===== src/rtl/imem_loader_pkg.sv =====
// Shared types and constants for the instruction-memory boot loader.
// Everything here is imported by the loader, its memory array and its interface users.
package imem_loader_pkg;

   typedef enum logic [1:0] {IDLE, LOAD, RUN} loader_state_t;

   localparam int BYTES_PER_WORD = 4;
   localparam logic [31:0] NOP_INSTR = 32'h0;

endpackage


===== src/rtl/imem_loader_if.sv =====
// Byte-stream boot port plus the fetch port toward the single-cycle core.
// The loader uses the slave view; the stream source and core use the master view.
interface imem_loader_if #(
   parameter int WIDTH   = 32,
   parameter int PCWIDTH = 8
);

   logic               in_valid;
   logic [7:0]         in_data;
   logic               in_ready;
   logic               reload;
   logic [PCWIDTH-1:0] currentpc;
   logic [WIDTH-1:0]   instruction;
   logic               core_hold;
   logic               load_err;
   logic [PCWIDTH-1:0] words_loaded;

   modport master (
      output in_valid, in_data, reload, currentpc,
      input  in_ready, instruction, core_hold, load_err, words_loaded
   );

   modport slave (
      input  in_valid, in_data, reload, currentpc,
      output in_ready, instruction, core_hold, load_err, words_loaded
   );

endinterface


===== src/rtl/imem_loader_array.sv =====
// Instruction storage: one synchronous write port, one asynchronous read port.
// Contents are deliberately not reset; the loader always rewrites what the core runs.
module imem_array #(
   parameter int WIDTH = 32,
   parameter int AW    = 6
) (
   input  logic             clk,
   input  logic             we,
   input  logic [AW-1:0]    waddr,
   input  logic [WIDTH-1:0] wdata,
   input  logic [AW-1:0]    raddr,
   output logic [WIDTH-1:0] rdata
);

   localparam int DEPTH = 2**AW;

   logic [WIDTH-1:0] mem [DEPTH];

   always_ff @(posedge clk) begin
      if (we) begin
         mem[waddr] <= wdata;
      end
   end

   assign rdata = mem[raddr];

endmodule


===== src/rtl/imem_loader.sv =====
// Boot loader: takes a header word count then little-endian bytes, fills the
// instruction array while holding the core in reset, then serves fetches.
import imem_loader_pkg::*;

module imem_loader #(
   parameter int WIDTH   = 32,
   parameter int PCWIDTH = 8
) (
   input logic          clk,
   input logic          rst,
   imem_loader_if.slave bus
);

   localparam int          AW    = PCWIDTH - 2;
   localparam int unsigned DEPTH = 2**AW;
   // Wide enough to count past DEPTH so out-of-range words are dropped, never aliased.
   localparam int          IW    = (AW + 1 > 8) ? AW + 1 : 8;

   loader_state_t      state, state_next;
   logic [1:0]         byte_cnt;
   logic [IW-1:0]      word_idx;
   logic [7:0]         words_left;
   logic [23:0]        shift;
   logic [PCWIDTH-1:0] words_loaded;
   logic               load_err;
   logic               in_ready;
   logic               accept;
   logic               last_byte;
   logic               idx_ok;
   logic               we;
   logic [WIDTH-1:0]   rdata;

   assign accept    = bus.in_valid & in_ready;
   assign last_byte = (state == LOAD) && (byte_cnt == 2'(BYTES_PER_WORD - 1));
   assign idx_ok    = 32'(word_idx) < DEPTH;
   assign we        = accept & last_byte & idx_ok;

   assign bus.in_ready     = in_ready;
   assign bus.load_err     = load_err;
   assign bus.words_loaded = words_loaded;

   always_ff @(posedge clk or negedge rst) begin
      if (!rst) begin
         state <= IDLE;
      end else begin
         state <= state_next;
      end
   end

   always_comb begin
      state_next      = state;
      in_ready        = (state != RUN) & ~bus.reload;
      bus.core_hold   = (state != RUN);
      bus.instruction = (state == RUN) ? rdata : NOP_INSTR;
      if (bus.reload) begin
         state_next = IDLE;
      end else begin
         unique case (state)
            IDLE: if (accept) state_next = (bus.in_data == 8'd0) ? RUN : LOAD;
            LOAD: if (accept && last_byte && words_left == 8'd1) state_next = RUN;
            RUN:  state_next = RUN;
            default: state_next = IDLE;
         endcase
      end
   end

   // Byte assembler and counters; reload discards any partial word.
   always_ff @(posedge clk or negedge rst) begin
      if (!rst) begin
         byte_cnt     <= '0;
         word_idx     <= '0;
         words_left   <= '0;
         shift        <= '0;
         words_loaded <= '0;
         load_err     <= 1'b0;
      end else if (bus.reload) begin
         byte_cnt     <= '0;
         word_idx     <= '0;
         words_left   <= '0;
         shift        <= '0;
         words_loaded <= '0;
         load_err     <= 1'b0;
      end else if (accept) begin
         if (state == IDLE && bus.in_data != 8'd0) begin
            words_left   <= bus.in_data;
            word_idx     <= '0;
            words_loaded <= '0;
            if (32'(bus.in_data) > DEPTH) load_err <= 1'b1;
         end else if (state == LOAD) begin
            if (last_byte) begin
               byte_cnt   <= '0;
               word_idx   <= word_idx + IW'(1);
               words_left <= words_left - 8'd1;
               if (words_loaded != '1) words_loaded <= words_loaded + PCWIDTH'(1);
            end else begin
               byte_cnt <= byte_cnt + 2'd1;
               shift    <= {bus.in_data, shift[23:8]};
            end
         end
      end
   end

   imem_array #(
      .WIDTH (WIDTH),
      .AW    (AW)
   ) u_array (
      .clk   (clk),
      .we    (we),
      .waddr (word_idx[AW-1:0]),
      .wdata ({bus.in_data, shift}),
      .raddr (bus.currentpc[PCWIDTH-1:2]),
      .rdata (rdata)
   );

endmodule


===== src/flat_wrapper.sv =====
// flat-port wrapper written by rule: the top's interface ports become plain ports
module imem_loader_flat 
#(
   parameter int WIDTH   = 32,
   parameter int PCWIDTH = 8
)
  (clk, rst, bus_in_valid, bus_in_data, bus_reload, bus_currentpc, bus_in_ready, bus_instruction, bus_core_hold, bus_load_err, bus_words_loaded);
  imem_loader_if #(.WIDTH(WIDTH), .PCWIDTH(PCWIDTH)) bus_i ();
  input logic clk;
  input logic rst;
  input wire logic [$bits(bus_i.in_valid)-1:0] bus_in_valid;
  input wire logic [$bits(bus_i.in_data)-1:0] bus_in_data;
  input wire logic [$bits(bus_i.reload)-1:0] bus_reload;
  input wire logic [$bits(bus_i.currentpc)-1:0] bus_currentpc;
  output wire logic [$bits(bus_i.in_ready)-1:0] bus_in_ready;
  output wire logic [$bits(bus_i.instruction)-1:0] bus_instruction;
  output wire logic [$bits(bus_i.core_hold)-1:0] bus_core_hold;
  output wire logic [$bits(bus_i.load_err)-1:0] bus_load_err;
  output wire logic [$bits(bus_i.words_loaded)-1:0] bus_words_loaded;
  assign bus_i.in_valid = bus_in_valid;
  assign bus_i.in_data = bus_in_data;
  assign bus_i.reload = bus_reload;
  assign bus_i.currentpc = bus_currentpc;
  assign bus_in_ready = bus_i.in_ready;
  assign bus_instruction = bus_i.instruction;
  assign bus_core_hold = bus_i.core_hold;
  assign bus_load_err = bus_i.load_err;
  assign bus_words_loaded = bus_i.words_loaded;
  imem_loader #(.WIDTH(WIDTH), .PCWIDTH(PCWIDTH)) u_core (.clk(clk), .rst(rst), .bus(bus_i));
endmodule

===== config.mk =====
export PLATFORM = sky130hd
export DESIGN_NAME = imem_loader_flat
export DESIGN_NICKNAME = d
export VERILOG_FILES = /design/src/rtl/imem_loader_pkg.sv /design/src/rtl/imem_loader_if.sv /design/src/rtl/imem_loader_array.sv /design/src/rtl/imem_loader.sv /design/src/flat_wrapper.sv
export SDC_FILE = /design/constraint.sdc
export NUM_CORES = 2
export LEC_CHECK = 0
export CELL_PAD_IN_SITES_DETAIL_PLACEMENT = 0
export CELL_PAD_IN_SITES_GLOBAL_PLACEMENT = 2
export CORE_MARGIN = 2
export CORE_UTILIZATION = 45
export CTS_CLUSTER_SIZE = 16
export DETAILED_ROUTE_END_ITERATION = 6
export GPL_TIMING_DRIVEN = 0
export PLACE_DENSITY = 0.69
export SLEW_MARGIN = 15
export SYNTH_ARGS = -nofsm -noshare
export SYNTH_HDL_FRONTEND = slang
export SYNTH_SLANG_ARGS = --single-unit

===== constraint.sdc =====
create_clock -name clk -period 4.6 [get_ports clk]
set_input_delay 1.38 -clock clk [delete_from_list [all_inputs] [get_ports clk]]
set_output_delay 1.38 -clock clk [all_outputs]
set_load 0.01 [all_outputs]

Word-level counts from Yosys, hierarchy flattened
Memories as Yosys holds them, arrays and structs flattened.
Index checks and enable logic that the tools add are counted.
- flip-flop bits (word level): 53
- memories: 1
- output and inout bits: 43
- memory bits (writable): 2048
- input bits: 20
- $add $sub $neg: 4
- multiplexer cells: 38
- bitwise gates (word level): 5
- equal/unequal tests: 10
- $lt $le $gt $ge: 2
- reduce and logical (&&, ||, !) cells: 20
- memories (memory ; words ; bits a word ; read ports ; clocked after memory_dff ; wr ports ; line ; text):
    u_core.u_array.mem ; 64 ; 32 ; 1 ; 0 ; 1 ; imem_loader_array.sv:17 ; logic [WIDTH-1:0] mem [DEPTH];
- operator list (cell ; number):
    8-bit 2-to-1 mux ; 16
    24-bit 2-to-1 mux ; 5
    32-bit 2-to-1 mux ; 1
    2-bit 2-to-1 mux ; 9
    8-bit by 1-bit adder with 8-bit output, second input constant ; 2
    3-bit AND reduction ; 3
    3-bit nonzero test ; 3
    8-bit by 1-bit == test with 1-bit output, second input constant ; 1
    8-bit by 7-bit greater-than comparator with 1-bit output, second input constant ; 1
    8-bit zero test ; 1
    8-bit by 7-bit < comparator with 1-bit output, second input constant ; 1
    8-bit inequality test, second input constant ; 1
    4-bit AND reduction ; 2
    2-bit nonzero test ; 4
    8-bit nonzero test ; 1
    8-bit by 1-bit subtractor with 8-bit output, second input constant ; 1
    1-bit 2-to-1 mux ; 6
    2-bit inequality test, second input constant ; 3
    2-bit one-hot mux with 3 select lines ; 1
    1-bit AND ; 4
    2-bit == test, second input constant ; 2
    1-bit logical AND ; 4
    3-bit by 2-bit inequality test with 1-bit output, second input constant ; 1
    3-bit inequality test, second input constant ; 1
    5 further kinds ; 5

Logic depth before layout (Yosys ltp)
- depth after elaboration: 8
- mapped depth: 10
- gate-level depth less buffers: 7

By module
From an unflattened synthesis, not the netlist that was laid out.
- cells, all modules: 3621
- area, all modules: 81052.7 µm²
- modules (own cells, without submodules) (module ; area each (µm²) ; sequential area each (µm²) ; instances ; cells each):
    imem_array ; 77874.7 ; 61499.0 ; 1 ; 3292
    imem_loader ; 3178.0 ; 1326.3 ; 1 ; 329

Least setup slack after synthesis
Ideal clock, no wire load.
- path type: input -> register
- start: in bus_reload
- end: mem u_core.u_array.mem[27][0], enable pin
- arrival time: 4.348 ns
- buffers on the path: 2
- stages: 7
- setup time: 0.421 ns
- required time: 4.179 ns
- setup slack: -0.170 ns
- cell sequence: buf_2 -> nor2_1 -> nand4_1 -> or4b_1 -> or3b_1 -> buf_2 -> nor2_1
- longest elaborated chain between the ends: 7
- ends and longest elaborated chain (item ; line ; text):
    start: declaration ; flat_wrapper.sv:13 ; input wire logic [$bits(bus_i.reload)-1:0] bus_reload;
    1-bit NOT ; imem_loader.sv:52 ; in_ready = (state != RUN) & ~bus.reload;
    1-bit AND ; imem_loader.sv:52 ;
    via bus_in_ready ; flat_wrapper.sv:15 ; output wire logic [$bits(bus_i.in_ready)-1:0] bus_in_ready;
    1-bit AND ; imem_loader.sv:33 ; assign accept = bus.in_valid & in_ready;
    1-bit AND (2 in a row) ; imem_loader.sv:36 ; assign we = accept & last_byte & idx_ok;
    1-bit 2-to-1 mux ; imem_loader_array.sv:20 ; if (we) begin
    1-bit 2-to-1 mux (implied by the code) ; imem_loader_array.sv:21 ; mem[waddr] <= wdata;
    end: declaration ; imem_loader_array.sv:17 ;
The timed path passes the listed nets, and every way through them passes these cells.

Final worst setup path
- start: in bus_currentpc[2]
- end: out bus_instruction[18]
- longest elaborated chain between the ends: 2
- ends and longest elaborated chain (item ; line ; text):
    start: declaration ; flat_wrapper.sv:14 ; input wire logic [$bits(bus_i.currentpc)-1:0] bus_currentpc;
    memory read 64 x 32 bit ; - ;
    32-bit 2-to-1 mux ; imem_loader.sv:54 ; bus.instruction = (state == RUN) ? rdata : NOP_INSTR;
    end: declaration ; flat_wrapper.sv:16 ; output wire logic [$bits(bus_i.instruction)-1:0] bus_instruction;
Every way passes these cells.

==> impl_metrics.py <==
metrics = {
    "sta": {
        "max_slew_margin_pct": 20.8,
        "fin_crit_sh_pct": 121,
        "skew_ns": 0.0543,
        "slew_violations": 0,
        "rsz0062_at_grt": "yes",
        "fmax_ghz": 0.180,
        "hold_viol": 0,
        "fin_tns_setup_ns": -19.49,
        "finalSetupViolations": 32,
        "setup_slack_ns": -0.949,
        "min_period_ns": 5.55,
        "tightest_slew_ns": 1.18,
    },
    "worst_setup_path": {
        "path_max_fanout": 8,
        "timing_worst_setup_path_type": "in -> out",
        "slowest_stage": "o211ai_1",
        "crit_chain": "buf_16 > buf_12 > buf_16 > buf_16 > mux4_2 > mux2_4 > o211ai_1 > a21oi_2 > buf_2",
        "r2r_cells": 9,
        "r2r_slack_ns": 0.21,
        "r2r_start": "u_core.state[0]$_DFFE_PN0P_",
        "required_ns": 3.22,
        "slowest_delay_ns": 0.91,
        "timing.rr.end": "u_core.u_array.mem[36][2]$_DFFE_PP_",
        "cp_common_cell": "buf_16",
        "arrival_ns": 4.17,
        "cp-end-kind": "output pin",
        "cp-start-kind": "input port",
    },
    "detailed_routing": {
        "vias": 43400,
        "drcViolationCount": 0,
        "finalWirelength_mm": 281,
        "wl_per_cell_um": 42.6,
        "drt_iter0_markers": 7642,
        "detail-route-antenna-nets": 0,
        "post_drt_via_cell_ratio": 6.58,
        "drt-pass1-iter-count": 6,
    },
    "clocking": {
        "htreeDepth": 4,
        "clk_latency_ns": 0.88,
        "cts_tree": "done",
        "hold_buffers": 0,
        "path_clk_slew_ns": 0.06,
        "max-clock-path-buffers": 3,
        "cts_sinks": 2101,
        "root_buffer": "clkbuf_16",
        "cts_buffers": 210,
    },
    "synthesis": {
        "avgSynthCellArea_um2": 22.9,
        "synthesis.nets": 3580,
        "yosysWarnings": 0,
        "synthArstFlopShare_pct": 2.52,
        "yosysTopAreaCell": "edfxtp_1",
        "synth-seq-area-share_pct": 77.3,
        "syn-instance-count": 3551,
        "synthFlopType": "edfxtp_1",
        "yosysMostFrequentCell": "edfxtp_1",
        "synth_seq_cells": 2101,
        "synthTopCellsByArea": "edfxtp_1, mux4_2, dfrtp_1",
        "ys_types": 65,
        "synth_edf_count": 2048,
        "synth_area_um2": 81200,
        "synth_top_area_share_pct": 75.7,
        "synth_commonest_cells": "edfxtp_1, mux4_2, mux2i_1",
    },
    "power_and_ir_drop": {
        "finalPower_mw": 42.0,
        "p_leak_nw": 31.7,
        "p_per_area_nw_per_um2": 423,
        "ir_worst_vdd_mv": 0.347,
    },
    "min_path": {
        "hold_path_class": "reg -> reg",
        "hold_path.startpoint": "u_core.bus.load_err$_DFFE_PN0P_",
        "whs_path_depth": 2,
        "hold_end": "u_core.bus.load_err$_DFFE_PN0P_",
    },
    "floorplanning": {
        "core_um2": 179000,
        "start_util_pct": 45.4,
        "io_pins": 63,
        "die_w_um": 429,
        "dieArea_um2": 184000,
        "num_rows": 155,
        "die_y_um": 429,
    },
    "cells_and_area": {
        "final_nets": 4101,
        "area_delta_synth_final_pct": 22.2,
        "seq_area_um2": 62900,
        "drive_above_1_share_pct": 37.6,
        "fin_cells": 6602,
        "fillers": 13300,
        "multi_input_area_um2": 19000,
    },
    "global_route": {
        "antenna_found_initial": 11,
        "grt_pass1_vias": 41400,
        "overflow": 0,
        "grt_pass1_wl_mm": 373,
        "groute.usage.overall_pct": 30.5,
        "grt_max_degree": 69,
    },
    "outcome": {
        "status": "finished with violations",
        "violations": "negative setup slack",
    },
    "placement": {
        "place_inst": 6126,
        "place_congestion": 0.883,
        "io_buffers": 54,
        "dp_hpwl_mm": 193,
    },
    "run": {
        "maxCapViolations": 0,
    },
}
==> power by group <==
| part | total (mW) | internal (mW) | switching, mW |
|---|---|---|---|
| registers | 21.7 | 21.4 | 0.346 |
| logic | 3.32 | 1.27 | 2.05 |
| clock network | 16.9 | 9.38 | 7.56 |
| total | 42.0 | 32.0 | 9.95 |
==> registers in the layout (all words and copies together) (netlist names) <==
| register | cells |
|---|---|
| u_core.bus.load_err | 1 |
| u_core.bus.words_loaded | 8 |
| u_core.byte_cnt | 2 |
| u_core.shift | 24 |
| u_core.state | 2 |
| u_core.u_array.mem | 2048 |
| u_core.word_idx | 8 |
| u_core.words_left | 8 |
==> stage by stage <==
stage	hold slack, ns	instance area [µm²]	utilization [%]	worst slack (ns)
2_1_floorplan	0.478	81200	-	-0.170
3_3_place_gp	0.504	84700	47.4	-4.15
3_5_place_dp	0.520	89100	49.8	-3.06
4_1_cts	0.532	98800	55.2	-0.880
5_1_grt	0.563	99300	55.5	-0.774
6_report	0.523	99300	55.5	-0.949
==> routing by layer <==
layer | vias up | global-route usage (%) | part of all wire (%) | routed length, µm
met2 | 2876 | 47.2 | 47 | 131000
met5 | - | 0 | 0.012 | 35
met4 | 6 | 12.2 | 4.5 | 12600
met3 | 488 | 6.22 | 10 | 29400
met1 | 23900 | 42.9 | 38 | 108000
li1 | 16200 | - | - | -
==> critical path, delay by kind of cell <==
kind,cells,cell delay (ns)
compound gates,2,1.06
buf+inv,5,0.82
mux,2,0.86
==> layout by cell type (no fill, tap or decap), drive strengths merged, types with 11 or more instances in the layout <==
cell	synthesis	routed
buf	142	432
a22oi	12	12
a211oi	11	11
clkbuf	45	311
clkinv	0	95
nand3	18	18
clkdlybuf4s50	0	13
dfrtp	53	53
a21oi	33	33
o211ai	15	15
nor3	17	17
inv	13	21
nor2b	15	15
bufinv	0	14
mux2i	118	118
edfxtp	2048	2048
nor2	111	111
nand2	101	101
o22ai	27	27
mux2	42	42
o21ai	41	41
mux4	565	565
==> worst max-delay path by stage <==
| stage | from | to | cells past startpoint |
|---|---|---|---|
| after floorplan | bus_reload | u_core.u_array.mem[27][0]$_DFFE_PP_ | 7 |
| after global routing | bus_currentpc[2] | bus_instruction[18] | 9 |
| after detailed placement | bus_currentpc[5] | bus_instruction[22] | 8 |
| after CTS | bus_currentpc[2] | bus_instruction[18] | 9 |
| after global placement | bus_in_valid | u_core.u_array.mem[50][26]$_DFFE_PP_ | 5 |
| final | bus_currentpc[2] | bus_instruction[18] | 9 |
==> kinds of logic after synthesis <==
logic type | count (synthesis) | share of synthesized area, %
flip-flops | 2101 | 77.3
buffers and inverters | 200 | 1.39
XOR/XNOR | 8 | 0.0863
AND/OR/NAND/NOR | 313 | 1.75
multiplexers | 725 | 17.7
AO/OA/AOI/OAI | 195 | 1.60
adder cells (fa/ha/maj) | 9 | 0.139
==> layout make-up <==
class,instances,area share [%]
diodes,1,0.00252
plain buffers,187,2.53
clock buffers,265,5.59
clock inverters,121,1.20
inverters,13,0.0491
multi-input cells,1250,19.1
flip-flops and latches,2101,63.3
well taps,2355,2.97
repair buffers,309,5.21
==> what timing repair did <==
action	4_1_cts	5_1_grt
gates cloned	3	0
resized for setup	734	70
hold endpoints to repair	0	0
endpoints found under the setup margin	32	102
setup buffers	55	33
pin swaps	47	32
No activity file was read; power rests on OpenSTA's default activity.
